===== src/rtl/router_pkt_src.sv =====
// router_pkt_src: buffers payload bytes and streams header/payload/parity packets to the 1x3 router.
// Optional ERR_INJECT_EN adds inj_err, which corrupts bit 0 of the parity byte of the packet it is sampled with.
module router_pkt_src #(
   parameter int DEPTH    = 64,
   parameter int IDLE_GAP = 2
) (
   input  logic       clk,
   input  logic       resetn,
   input  logic       pay_valid,
   input  logic [7:0] pay_data,
   output logic       pay_ready,
   input  logic       req_valid,
   input  logic [1:0] req_addr,
   input  logic [5:0] req_len,
   output logic       req_ready,
   output logic       req_err,
   input  logic       busy,
   output logic       pkt_valid,
   output logic [7:0] data_in,
   output logic       tx_done,
`ifdef ERR_INJECT_EN
   input  logic       inj_err,
`endif
   output logic [7:0] pkt_cnt
);
   localparam int AW = $clog2(DEPTH);
   localparam int CW = AW + 1;
   localparam int GW = $clog2(IDLE_GAP + 1);
   localparam logic [2:0] IDLE = 3'd0, HEADER = 3'd1, PAYLOAD = 3'd2, PARITY = 3'd3, GAP = 3'd4;

   logic [2:0]    state, state_n;
   logic [7:0]    mem [DEPTH];
   logic [AW-1:0] wr_ptr, rd_ptr;
   logic [CW-1:0] count;
   logic [1:0]    addr_q;
   logic [5:0]    len_q, bcnt;
   logic [7:0]    acc;
   logic [GW-1:0] gcnt;
   logic          inj_q, push, pop, xfer, illegal, launch;

   assign illegal   = req_addr == 2'd3 || req_len == 6'd0;
   assign pay_ready = resetn && count < CW'(DEPTH);
   assign req_ready = state == IDLE && req_valid && (illegal || count >= CW'(req_len));
   assign launch    = req_ready && !illegal;
   assign xfer      = !busy && (state == HEADER || state == PAYLOAD || state == PARITY);
   assign push      = pay_valid && pay_ready;
   assign pop       = xfer && state == PAYLOAD;
   assign pkt_valid = state == HEADER || state == PAYLOAD;
   assign data_in   = state == HEADER  ? {len_q, addr_q} :
                      state == PAYLOAD ? mem[rd_ptr] :
                      state == PARITY  ? acc ^ {7'd0, inj_q} : 8'd0;

`ifdef ERR_INJECT_EN
   always_ff @(posedge clk or negedge resetn)
      if (!resetn) inj_q <= 1'b0;
      else if (launch) inj_q <= inj_err;
`else
   assign inj_q = 1'b0;
`endif

   always_comb begin
      state_n = state;
      case (state)
         IDLE:    state_n = launch ? HEADER : IDLE;
         HEADER:  state_n = xfer ? PAYLOAD : HEADER;
         PAYLOAD: state_n = xfer && bcnt == len_q - 6'd1 ? PARITY : PAYLOAD;
         PARITY:  state_n = xfer ? GAP : PARITY;
         GAP:     state_n = gcnt == GW'(IDLE_GAP - 1) ? IDLE : GAP;
         default: state_n = IDLE;
      endcase
   end

   always_ff @(posedge clk)
      if (push) mem[wr_ptr] <= pay_data;

   always_ff @(posedge clk or negedge resetn)
      if (!resetn) begin
         state   <= IDLE;
         wr_ptr  <= '0;
         rd_ptr  <= '0;
         count   <= '0;
         addr_q  <= '0;
         len_q   <= '0;
         bcnt    <= '0;
         acc     <= '0;
         gcnt    <= '0;
         req_err <= 1'b0;
         tx_done <= 1'b0;
         pkt_cnt <= '0;
      end else begin
         state   <= state_n;
         wr_ptr  <= wr_ptr + AW'(push);
         rd_ptr  <= rd_ptr + AW'(pop);
         count   <= count + CW'(push) - CW'(pop);
         req_err <= req_ready && illegal;
         tx_done <= xfer && state == PARITY;
         pkt_cnt <= pkt_cnt + 8'(xfer && state == PARITY);
         bcnt    <= state == IDLE ? 6'd0 : bcnt + 6'(pop);
         gcnt    <= state == GAP ? gcnt + GW'(1) : '0;
         // Accumulator seeds with the header so the parity covers it too
         acc     <= launch ? {req_len, req_addr} : pop ? acc ^ mem[rd_ptr] : acc;
         if (launch) begin
            addr_q <= req_addr;
            len_q  <= req_len;
         end
      end
endmodule

===== config.mk =====
export PLATFORM = sky130hd
export DESIGN_NAME = router_pkt_src
export DESIGN_NICKNAME = d
export VERILOG_FILES = /design/src/rtl/router_pkt_src.sv
export SDC_FILE = /design/constraint.sdc
export NUM_CORES = 1
export LEC_CHECK = 0
export BUFFER_PORTS_ARGS = -buffer_cell sky130_fd_sc_hd__buf_2
export CAP_MARGIN = 20
export CORE_MARGIN = 2
export CORE_UTILIZATION = 30
export CTS_BUF_LIST = sky130_fd_sc_hd__clkbuf_8
export DETAILED_ROUTE_END_ITERATION = 10
export PLACE_DENSITY_LB_ADDON = 0.15
export SLEW_MARGIN = 30
export SYNTH_ARGS = -nofsm -noshare
export SYNTH_HDL_FRONTEND = slang
export SYNTH_SLANG_ARGS = --single-unit

===== constraint.sdc =====
create_clock -name clk -period 2.6 [get_ports clk]
set_input_delay 0.26 -clock clk [delete_from_list [all_inputs] [get_ports clk]]
set_output_delay 0.26 -clock clk [all_outputs]
set_load 0.005 [all_outputs]

==> summary.txt, run 1 <==
Power
  • Power Internal: 20400 uW
  • Logic pwr share: 0.395
  • Lkg Pwr: 0.0105 uW
  • Reg power frac: 0.354
  • Design Power: 30500 uW
  • Clk pwr share: 0.251
  • Sw power: 10200 uW
  • PwrDens: 1050 nW/um2
  • Sw frac: 0.333
  • Max rail drop VDD: 0.389 mV

Synthesis
  • Synth Area per Inst: 17.7 um2
  • Asr flop ratio synth: 0.0986
  • Yosys reg bits: 568
  • Netlist cell types: 61
  • Yosys warns: 0
  • Syn Nets: 1368
  • Synth Instances: 1324
  • Post-Syn Area: 23400 um2
  • EDFF count, synth: 512
  • Top FF cell, synth: edfxtp_1
  • Seq/Total Area, Yosys: 0.717

Critical path
  • Crit Path Max Fanout: 7
  • CP Capture Type: primary output
  • Worst r2r src: rd_ptr[0]
  • Worst R2R Setup Slack: -0.34 ns
  • Reg2Reg Depth: 10
  • Setup Crit Path Kind: reg -> out
  • Critical path launch point type: flip-flop
  • Worst path arrival time: 3.25 ns
  • FF-to-FF End: acc[4]
  • Critical path data required time: 2.34 ns

Die
  • Initial core utilization: 0.302
  • Die ar.: 80200 um2
  • IO Count: 42
  • Die Height: 283 um
  • Num rows: 102
  • Die width: 283 um
  • Area of the core: 77300 um2

Final layout
  • FILL cells: 7347
  • Nets: 1694
  • Finished Layout Cells: 2773
  • Area Overhead vs Synth: 24.5%
  • Diode count: 0
  • Commonest cells after routing, fill and taps aside: edfxtp_1 (512), buf_4 (195), nor2_1 (118)
  • Most common cell after layout, fill and taps aside: edfxtp_1
  • Share of layout cells above drive strength 1: 0.347

Clock network
  • CTS tree: done
  • Clock Tree Buf Depth: 3
  • Depth of the CTS H-tree: 3
  • Worst-path clk slew: 0.06 ns
  • # clock sinks: 568
  • TritonCTS buffer count: 100
  • Worst-skew pair later-pin latency: 0.69 ns
  • Clock root buffer: clkbuf_8

Route
  • DRC violation count after routing: 0
  • Initial DRC count: 755
  • Vias per cell: 4.71
  • Final ANT Viol Nets: 0
  • DRT Pass-1 Iters: 4
  • Total wire length: 63100 um
  • WL per Instance: 22.8 um
  • Vias: 13.1k

Timing
  • Final setup fails: 16
  • Hold Worst Slack: 0.0869 ns
  • Worst-Margin Slew: 0.911 ns
  • Max Slew Vio Count: 0
  • Sum Neg Setup Slack: -8.37 ns
  • RSZ-0062 raised after global routing: true
  • Clock Skew: 0.0311 ns
  • Worst setup margin: -0.909 ns
  • Fmax achieved: 0.285 GHz
  • Final hold vios: 0
  • Slew margin rel.: 0.393
  • Crit path time final: 3.51 ns
  • Final Cycle Share: 1.35

Placed design
  • Count of buffers from port buffering: 41
  • Detailed Place HPWL: 40800 um
  • Placed Instances: 2543
  • Setup WS pre-CTS: -0.562 ns
  • GPL Wtd Cong: 0.758

Worst hold path
  • Hold Path Depth: 2
  • WHS Endpoint: mem[60][0]
  • Hold Path Origin: pay_data[0]
  • Hold Crit Class: in -> reg

Global routing
  • Initial antenna violation count: 0
  • Total GRT Usage: 0.157
  • Total global routing overflow: 0
  • First-pass GRT wire length: 92900 um
  • Vias in the first global route: 13.7k
  • Largest net degree at the start of global routing: 65

Outcome
  • Violated checks: setup timing
  • Run status: complete, but fails checks

Job
  • # Max-Cap Violations: 0
per-stage QoR:
stage | utilization | instance area [um2]
after floorplan | - | 23400
after global placement | 0.338 | 26200
after CTS | 0.373 | 28800
after global routing | 0.376 | 29100
after detailed placement | 0.338 | 26200
final | 0.376 | 29100
state kept, by name, summed over array words and instances (netlist names):
register / cells
acc: 8
addr_q: 2
bcnt: 6
count: 7
gcnt: 2
len_q: 6
mem: 512
pkt_cnt: 8
rd_ptr: 6
req_err: 1
state: 3
tx_done: 1
wr_ptr: 6
layout make-up:
| type | instances | area [um2] | share of cell area |
|---|---|---|---|
| Sequential cell | 568 | 16800 | 0.577 |
| Tap cell | 1040 | 1300 | 0.0447 |
| Timing Repair Buffer | 292 | 2560 | 0.0879 |
| Clock inverter | 79 | 394 | 0.0135 |
| Clock buffer | 106 | 1460 | 0.0501 |
| Multi-Input combinational cell | 663 | 6520 | 0.224 |
| Inverter | 25 | 93.8 | 0.00322 |
Yosys cell counts, drive strengths merged, types with 8 or more instances:
cell	n	area (um2)
xnor2	21	184
dfrtp	56	1400
nand3	20	100
a221oi	28	251
nor2	135	507
or3	9	56.3
buf	44	429
ha	22	275
mux2	24	270
a21oi	15	75.1
a22oi	8	60.1
o22ai	21	131
edfxtp	512	15400
nand2	43	161
inv	25	93.8
nor2b	18	113
mux2i	110	1100
xor2	14	123
clkbuf	24	97.6
a211oi	14	105
mux4	77	1810
o221ai	8	70.1
worst max path at each step:
stage / start / to / slack, ns / cells after the start
finish: rd_ptr[0] / data_in[1] / -0.91 / 10
global route: rd_ptr[0] / data_in[0] / -1.05 / 10
CTS: rd_ptr[0] / data_in[4] / -1.03 / 10
floorplan: state[1] / count[6] / 0.06 / 15
detailed placement: rd_ptr[0] / data_in[4] / -0.56 / 9
global placement: rd_ptr[0] / data_in[4] / -0.56 / 9
logic make-up (layout without fill, tap and decap cells):
kind of cell	after synthesis	in the layout	share of synthesized area
buffers and inverters	93	502	0.0265
AO/OA/AOI/OAI	143	143	0.0472
multiplexers	211	211	0.136
AND/OR/NAND/NOR	251	251	0.0476
flip-flops	568	568	0.717
XOR/XNOR	35	35	0.0131
adder cells (fa/ha/maj)	23	23	0.0126
what timing repair did:
action                                  4_1_cts  5_1_grt
hold endpoints to repair                     90        0
endpoints found under the setup margin       18       18
setup buffers                                24        7
hold buffers                                 14        0
pin swaps                                    22       33
gates cloned                                  2        2
resized for setup                            83       59
critical path: stages (launching register included):
cell and delay [ns]:
dfrtp_4 0.51, buf_6 0.14, buf_12 0.14, buf_8 0.12, mux4_2 0.42, mux4_2 0.57, nor2b_4 0.17, o32ai_4 0.12
a22oi_2 0.18, nor2_1 0.05, buf_2 0.12
layer usage:
layer | track usage | vias up | part of all wire
met5 | 0 | - | 0
met4 | 0.0433 | 0 | 0.020
met3 | 0.0308 | 100 | 0.038
met2 | 0.258 | 254 | 0.48
met1 | 0.213 | 6779 | 0.46
li1 | - | 5927 | -
power groups by stage:
stage	combinational [uW]	sequential, uW	clock (uW)
after global routing	12900	10900	8360
after detailed placement	10100	11000	0
after global placement	10100	11000	0
after floorplan	6260	10800	0
final	12100	10800	7670
after CTS	11600	10800	7950
Note: power is estimated with default switching activity, not from simulation.
==> run 2: changes to the inputs <==
--- a/config.mk
+++ b/config.mk
@@ -5,6 +5,8 @@
 export SDC_FILE = /design/constraint.sdc
 export NUM_CORES = 1
 export LEC_CHECK = 0
+export ABC_AREA = 1
+export ABC_CLOCK_PERIOD_IN_PS = 2600
 export BUFFER_PORTS_ARGS = -buffer_cell sky130_fd_sc_hd__buf_2
 export CAP_MARGIN = 20
 export CORE_MARGIN = 2
@@ -12,7 +14,7 @@
 export CTS_BUF_LIST = sky130_fd_sc_hd__clkbuf_8
 export DETAILED_ROUTE_END_ITERATION = 10
 export PLACE_DENSITY_LB_ADDON = 0.15
-export SLEW_MARGIN = 30
+export SLEW_MARGIN = 10
 export SYNTH_ARGS = -nofsm -noshare
 export SYNTH_HDL_FRONTEND = slang
 export SYNTH_SLANG_ARGS = --single-unit
==> summary.txt, run 2 <==
Synthesis
  • Synth Area in Simple Gates: 0.233
  • Synth Instances: 2154
  • Top FF cell, synth: edfxtp_1
  • Yosys warns: 0
  • Synth top area cells: edfxtp_1 (64%), nand2_1 (11%), nand3_1 (9.8%), dfrtp_1 (5.8%), nor2_1 (1.4%)
  • EDFF count, synth: 512
  • Asr flop ratio synth: 0.0986
  • Xor/xnor cell area share of the yosys netlist: 0.0105
  • Syn Nets: 2198
  • Synth Area in Compound Gates: 0.00678
  • Top cell type's share of synthesized area: 0.636
  • Largest family of logic cells by synthesized area: simple AND/OR/NAND/NOR gates
  • Post-Syn Area: 24200 um2
  • Most frequent cell after synthesis: nand2_1
  • Top cells by count, synth: nand2_1 (726), edfxtp_1 (512), nand3_1 (474), nor2_1 (88), inv_1 (63)
  • Proportion of synthesized area in mux cells: 0
  • Yosys reg bits: 568
  • Adder-cell share of the synthesized area: 0.0122
  • Synth Area per Inst: 11.2 um2
  • Netlist cell types: 35
  • Synth area leader: edfxtp_1
  • Seq/Total Area, Yosys: 0.694

Critical path
  • Setup Crit Path Kind: reg -> out
  • CP Capture Type: primary output
  • Critical path data required time: 2.34 ns
  • Reg2Reg Depth: 9
  • Worst path arrival time: 2.88 ns
  • Crit Path Max Fanout: 10
  • Critical path launch point type: flip-flop

Final layout
  • Area Overhead vs Synth: 21.3%
  • Top Registers: mem: 512 flops, acc: 8 flops, pkt_cnt: 8 flops
  • Register Area: 16800 um2
  • Reg with most FFs: mem
  • Most common cell after layout, fill and taps aside: nand2_1
  • Finished Layout Cells: 3497
  • Multi-input gate area in the final layout: 6870 um2
  • Share of layout cells above drive strength 1: 0.192
  • Nets: 2404
  • Max FFs per register: 512
  • Commonest cells after routing, fill and taps aside: nand2_1 (678), edfxtp_1 (512), nand3_1 (414)
  • FILL cells: 7947

Timing
  • Fmax achieved: 0.319 GHz
  • RSZ-0062 raised after global routing: true
  • Clock Skew: 0.0454 ns
  • Final setup fails: 8
  • Max Slew Vio Count: 0
  • Final Cycle Share: 1.21
  • Final hold vios: 0
  • Slew margin rel.: 0.407
  • Worst-Margin Slew: 0.889 ns
  • Crit path time final: 3.14 ns
  • Worst setup margin: -0.535 ns

Clock network
  • Clock root buffer: clkbuf_8
  • # clock sinks: 568
  • Worst-path clk slew: 0.06 ns
  • TritonCTS buffer count: 98
  • CTS tree: done
  • Clock Tree Buf Depth: 3
  • Depth of the CTS H-tree: 3
  • Worst-skew pair later-pin latency: 0.71 ns

Power
  • Max rail drop VDD: 0.454 mV
  • PwrDens: 1090 nW/um2
  • Lkg Pwr: 0.0113 uW
  • Design Power: 31900 uW

Route
  • Initial DRC count: 1218
  • Vias: 16.5k
  • Total wire length: 70400 um
  • DRC violation count after routing: 0
  • Final ANT Viol Nets: 0
  • DRT Pass-1 Iters: 5
  • Vias per cell: 4.73
  • WL per Instance: 20.1 um

Die
  • Die Height: 288 um
  • Num rows: 104
  • Die width: 288 um
  • Initial core utilization: 0.302
  • Die ar.: 82900 um2
  • Area of the core: 80200 um2
  • IO Count: 42

Global routing
  • Routing usage on met3: 0.0229
  • GR Layer Usage met2: 0.276
  • Vias in the first global route: 16.5k
  • Initial antenna violation count: 1
  • First-pass GRT wire length: 106000 um
  • GRT Max-Usage Layer: met2
  • Total GRT Usage: 0.170
  • Largest net degree at the start of global routing: 67
  • Total global routing overflow: 0
  • Met1 GRT Util: 0.233

Worst hold path
  • Hold Crit Class: in -> reg
  • Hold Path Depth: 2

Job
  • # Max-Cap Violations: 0

Outcome
  • Violated checks: setup timing
  • Run status: complete, but fails checks

Placed design
  • Count of buffers from port buffering: 41
  • Detailed Place HPWL: 43400 um
  • Setup WS pre-CTS: 0.0686 ns
  • Placed Instances: 3289
  • GPL Wtd Cong: 0.810
==> run 2: area by class of cell <==
type                            count  share of cell area
Antenna cell                        1           0.0000853
Multi-Input combinational cell   1397               0.234
Sequential cell                   568               0.572
Timing Repair Buffer              221              0.0753
Tap cell                         1060              0.0452
Clock inverter                     68              0.0125
Clock buffer                      108              0.0507
Inverter                           74             0.00998
==> run 2: cells by family after synthesis <==
logic type,Yosys count
AO/OA/AOI/OAI,27
XOR/XNOR,29
adder cells (fa/ha/maj),23
buffers and inverters,189
flip-flops,568
AND/OR/NAND/NOR,1318
==> run 2: worst paths after layout <==
path | slack, ns | from | to
setup / recovery | -0.54 | rd_ptr[0] | data_in[1]
hold / removal | 0.10 | pay_data[6] | mem[16][6]
setup reg to reg | 0.13 | count[6] | mem[57][1]
hold reg to reg | 0.44 | gcnt[0] | gcnt[0]
max in group asynchronous | 1.62 | resetn | rd_ptr[1]
min in group asynchronous | 0.36 | resetn | pkt_cnt[3]
==> run 2: stage by stage <==
step	hold slack [ns]	cell area, um2	setup TNS (ns)	utilization
6_report	0.103	29300	-3.93	0.366
5_1_grt	0.0803	29300	-5.20	0.366
4_1_cts	0.0563	28900	-4.78	0.361
3_5_place_dp	0.428	26500	0	0.330
3_3_place_gp	0.421	26500	0	0.330
2_1_floorplan	-0.0356	24200	0	-
==> run 2: metal layers <==
layer / vias to the layer above / part of all wire
met5: - / 0
met4: 0 / 0.025
met3: 99 / 0.039
met2: 356 / 0.48
met1: 8198 / 0.46
li1: 7882 / -
==> run 2: critical path: stages, from the launching register on <==
cell,delay [ns]
dfrtp_4,0.55
clkinv_8,0.13
buf_12,0.17
buf_12,0.14
nand2_1,0.05
nand3_1,0.07
nand3_1,0.10
nand2_1,0.18
nand2_1,0.08
nand3_1,0.10
nand3_2,0.16
nand2_2,0.11
nand2_1,0.05
o211ai_1,0.10
buf_2,0.16
==> run 2: where the power goes <==
part / total (uW) / switching (uW) / internal [uW] / leakage [uW]
Clock: 7710 / 3690 / 4020 / 0.00107
Combinational: 13400 / 8640 / 4760 / 0.00495
Sequential: 10800 / 429 / 10400 / 0.00529
==> run 2: repair_timing <==
action,in CTS,in global routing
hold buffers,12,0
resized for setup,74,70
setup buffers,5,7
cloned,3,4
pin swaps,11,27
endpoints found under the hold margin,80,0
endpoints found under the setup margin,9,14
==> run 3: changes to the inputs <==
--- a/config.mk
+++ b/config.mk
@@ -9,6 +9,7 @@
 export ABC_CLOCK_PERIOD_IN_PS = 2600
 export BUFFER_PORTS_ARGS = -buffer_cell sky130_fd_sc_hd__buf_2
 export CAP_MARGIN = 20
+export CORE_ASPECT_RATIO = 1.4
 export CORE_MARGIN = 2
 export CORE_UTILIZATION = 30
 export CTS_BUF_LIST = sky130_fd_sc_hd__clkbuf_8
==> summary.txt, run 3 (synthesized netlist as in run 2, its figures left out) <==
Final layout
  • Nets: 2429
  • Commonest cells after routing, fill and taps aside: nand2_1 (632), edfxtp_1 (512), nand3_1 (351)
  • Top Registers: mem: 512 flops, acc: 8 flops, pkt_cnt: 8 flops
  • Reg with most FFs: mem
  • Max FFs per register: 512
  • Most common cell after layout, fill and taps aside: nand2_1
  • Share of layout cells above drive strength 1: 0.248
  • Area Overhead vs Synth: 27.0%

Route
  • Final ANT Viol Nets: 0
  • Vias per cell: 4.72
  • Total wire length: 71800 um
  • Vias: 16.6k
  • WL per Instance: 20.4 um
  • DRC violation count after routing: 0
  • DRT Pass-1 Iters: 6
  • Initial DRC count: 1014

Global routing
  • Vias in the first global route: 16.8k
  • Largest net degree at the start of global routing: 65
  • First-pass GRT wire length: 107000 um
  • Initial antenna violation count: 1
  • Total GRT Usage: 0.173
  • Total global routing overflow: 0

Critical path
  • Setup Crit Path Kind: reg -> out
  • Worst r2r src: state[2]
  • Worst Setup SP: rd_ptr[0]
  • Reg2Reg Depth: 15
  • Worst R2R Setup Slack: 0.16 ns
  • Critical path data required time: 2.34 ns
  • Critical path launch point type: flip-flop
  • CP Capture Type: primary output
  • Crit Path Max Fanout: 7
  • FF-to-FF End: count[6]
  • Worst path arrival time: 2.84 ns

Power
  • Lkg Pwr: 0.0119 uW
  • PwrDens: 1110 nW/um2
  • Power Internal: 20600 uW
  • Logic pwr share: 0.469
  • Sw frac: 0.399
  • Max rail drop VDD: 0.593 mV
  • Sw power: 13700 uW
  • Clk pwr share: 0.215
  • Reg power frac: 0.316
  • Design Power: 34300 uW

Timing
  • Worst-Margin Slew: 0.808 ns
  • Final Cycle Share: 1.19
  • Max Slew Vio Count: 0
  • Final setup fails: 8
  • Crit path time final: 3.10 ns
  • Final hold vios: 0
  • Clock Skew: 0.0410 ns
  • Slew margin rel.: 0.461
  • RSZ-0062 raised after global routing: true
  • Worst setup margin: -0.496 ns
  • Hold Worst Slack: 0.0534 ns
  • Fmax achieved: 0.323 GHz

Worst hold path
  • Hold Crit Class: in -> reg
  • Hold Path Origin: pay_data[0]
  • WHS Endpoint: mem[42][0]
  • Hold Path Depth: 2

Job
  • # Max-Cap Violations: 0

Outcome
  • Violated checks: setup timing
  • Run status: complete, but fails checks

Clock network
  • Depth of the CTS H-tree: 3
  • Clock Tree Buf Depth: 3
  • CTS tree: done
  • Worst-path clk slew: 0.08 ns
  • TritonCTS buffer count: 89
  • # clock sinks: 568
  • Clock root buffer: clkbuf_8
  • Worst-skew pair later-pin latency: 0.70 ns

Die
  • IO Count: 42
  • Area of the core: 80000 um2
  • Num rows: 123
  • Die ar.: 82900 um2
  • Initial core utilization: 0.302
  • Die Height: 340 um
  • Die width: 244 um

Placed design
  • Detailed Place HPWL: 41900 um
  • Count of buffers from port buffering: 41
  • GPL Wtd Cong: 0.806
-- run 3: changes by cell type in the layout (fill, tap and decap cells not counted), sizes merged --
cell      before  now
clkinvlp       2    1
bufbuf         0    4
clkinv        34   43
inv          104   96
buf          206  231
clkbuf       111  104
bufinv         2    3
-- run 3: critical path, cell delays in order (launching register included) --
cell	delay, ns
dfrtp_4	0.52
buf_12	0.15
buf_12	0.12
buf_16	0.15
clkbuf_16	0.17
nand2_2	0.05
nand3_1	0.07
nand3_2	0.11
nand2_2	0.09
nand2_2	0.08
nand3_4	0.10
nand3_4	0.14
nand2_2	0.09
nand2_1	0.06
o211ai_1	0.07
buf_2	0.14
-- run 3: metal layers --
| metal | vias up | GRT usage | wire length, um |
|---|---|---|---|
| met5 | - | 0 | 0 |
| met4 | 0 | 0.0686 | 2390 |
| met3 | 125 | 0.0244 | 2660 |
| met2 | 345 | 0.316 | 38000 |
| met1 | 8229 | 0.202 | 28800 |
| li1 | 7938 | - | - |
-- run 3: worst max-delay path by stage --
stage            endpoint  slack (ns)  cells after the start
2_1_floorplan    count[6]        0.01                     16
3_5_place_dp     count[6]        0.08                     16
3_3_place_gp   data_in[7]         0.1                     13
6_report       data_in[4]       -0.50                     15
5_1_grt        data_in[7]       -0.62                     15
4_1_cts        data_in[6]       -0.54                     14
-- run 3: area by class of cell --
type                            instances  area (um2)
Fill cell                            7792       49300
Sequential cell                       568       16800
Multi-Input combinational cell       1397        7540
Timing Repair Buffer                  254        3020
Clock buffer                           97        1340
Tap cell                             1062        1330
Clock inverter                         68         377
Inverter                               74         300
Timing Repair inverter                  1        30.0
Antenna cell                            1        2.50
-- run 3: power by group through the flow --
| stage | clock [uW] | combinational (uW) | sequential (uW) |
|---|---|---|---|
| 2_1_floorplan | 0 | 7560 | 10800 |
| 3_3_place_gp | 0 | 11500 | 11000 |
| 3_5_place_dp | 0 | 11500 | 11000 |
| 4_1_cts | 7600 | 14900 | 10800 |
| 5_1_grt | 7960 | 17400 | 10900 |
| 6_report | 7360 | 16100 | 10800 |
-- run 3: timing repair --
item,CTS,global route
gates resized for setup,184,136
hold endpoints to repair,80,0
setup endpoints to repair,9,10
buffers inserted,24,14
hold buffers,12,0
pin swaps,51,117
gates cloned,20,7
-- run 3: stage by stage --
| step | setup WS, ns | TNS [ns] | utilization | cells | cell area, um2 |
|---|---|---|---|---|---|
| 2_1_floorplan | 0.0137 | 0 | - | 2154 | 24200 |
| 5_1_grt | -0.625 | -4.79 | 0.384 | 3522 | 30700 |
| 3_5_place_dp | 0.0756 | 0 | 0.330 | 3281 | 26400 |
| 3_3_place_gp | 0.100 | 0 | 0.330 | 3281 | 26400 |
| 6_report | -0.496 | -3.76 | 0.384 | 3522 | 30700 |
| 4_1_cts | -0.543 | -4.28 | 0.374 | 3502 | 29900 |
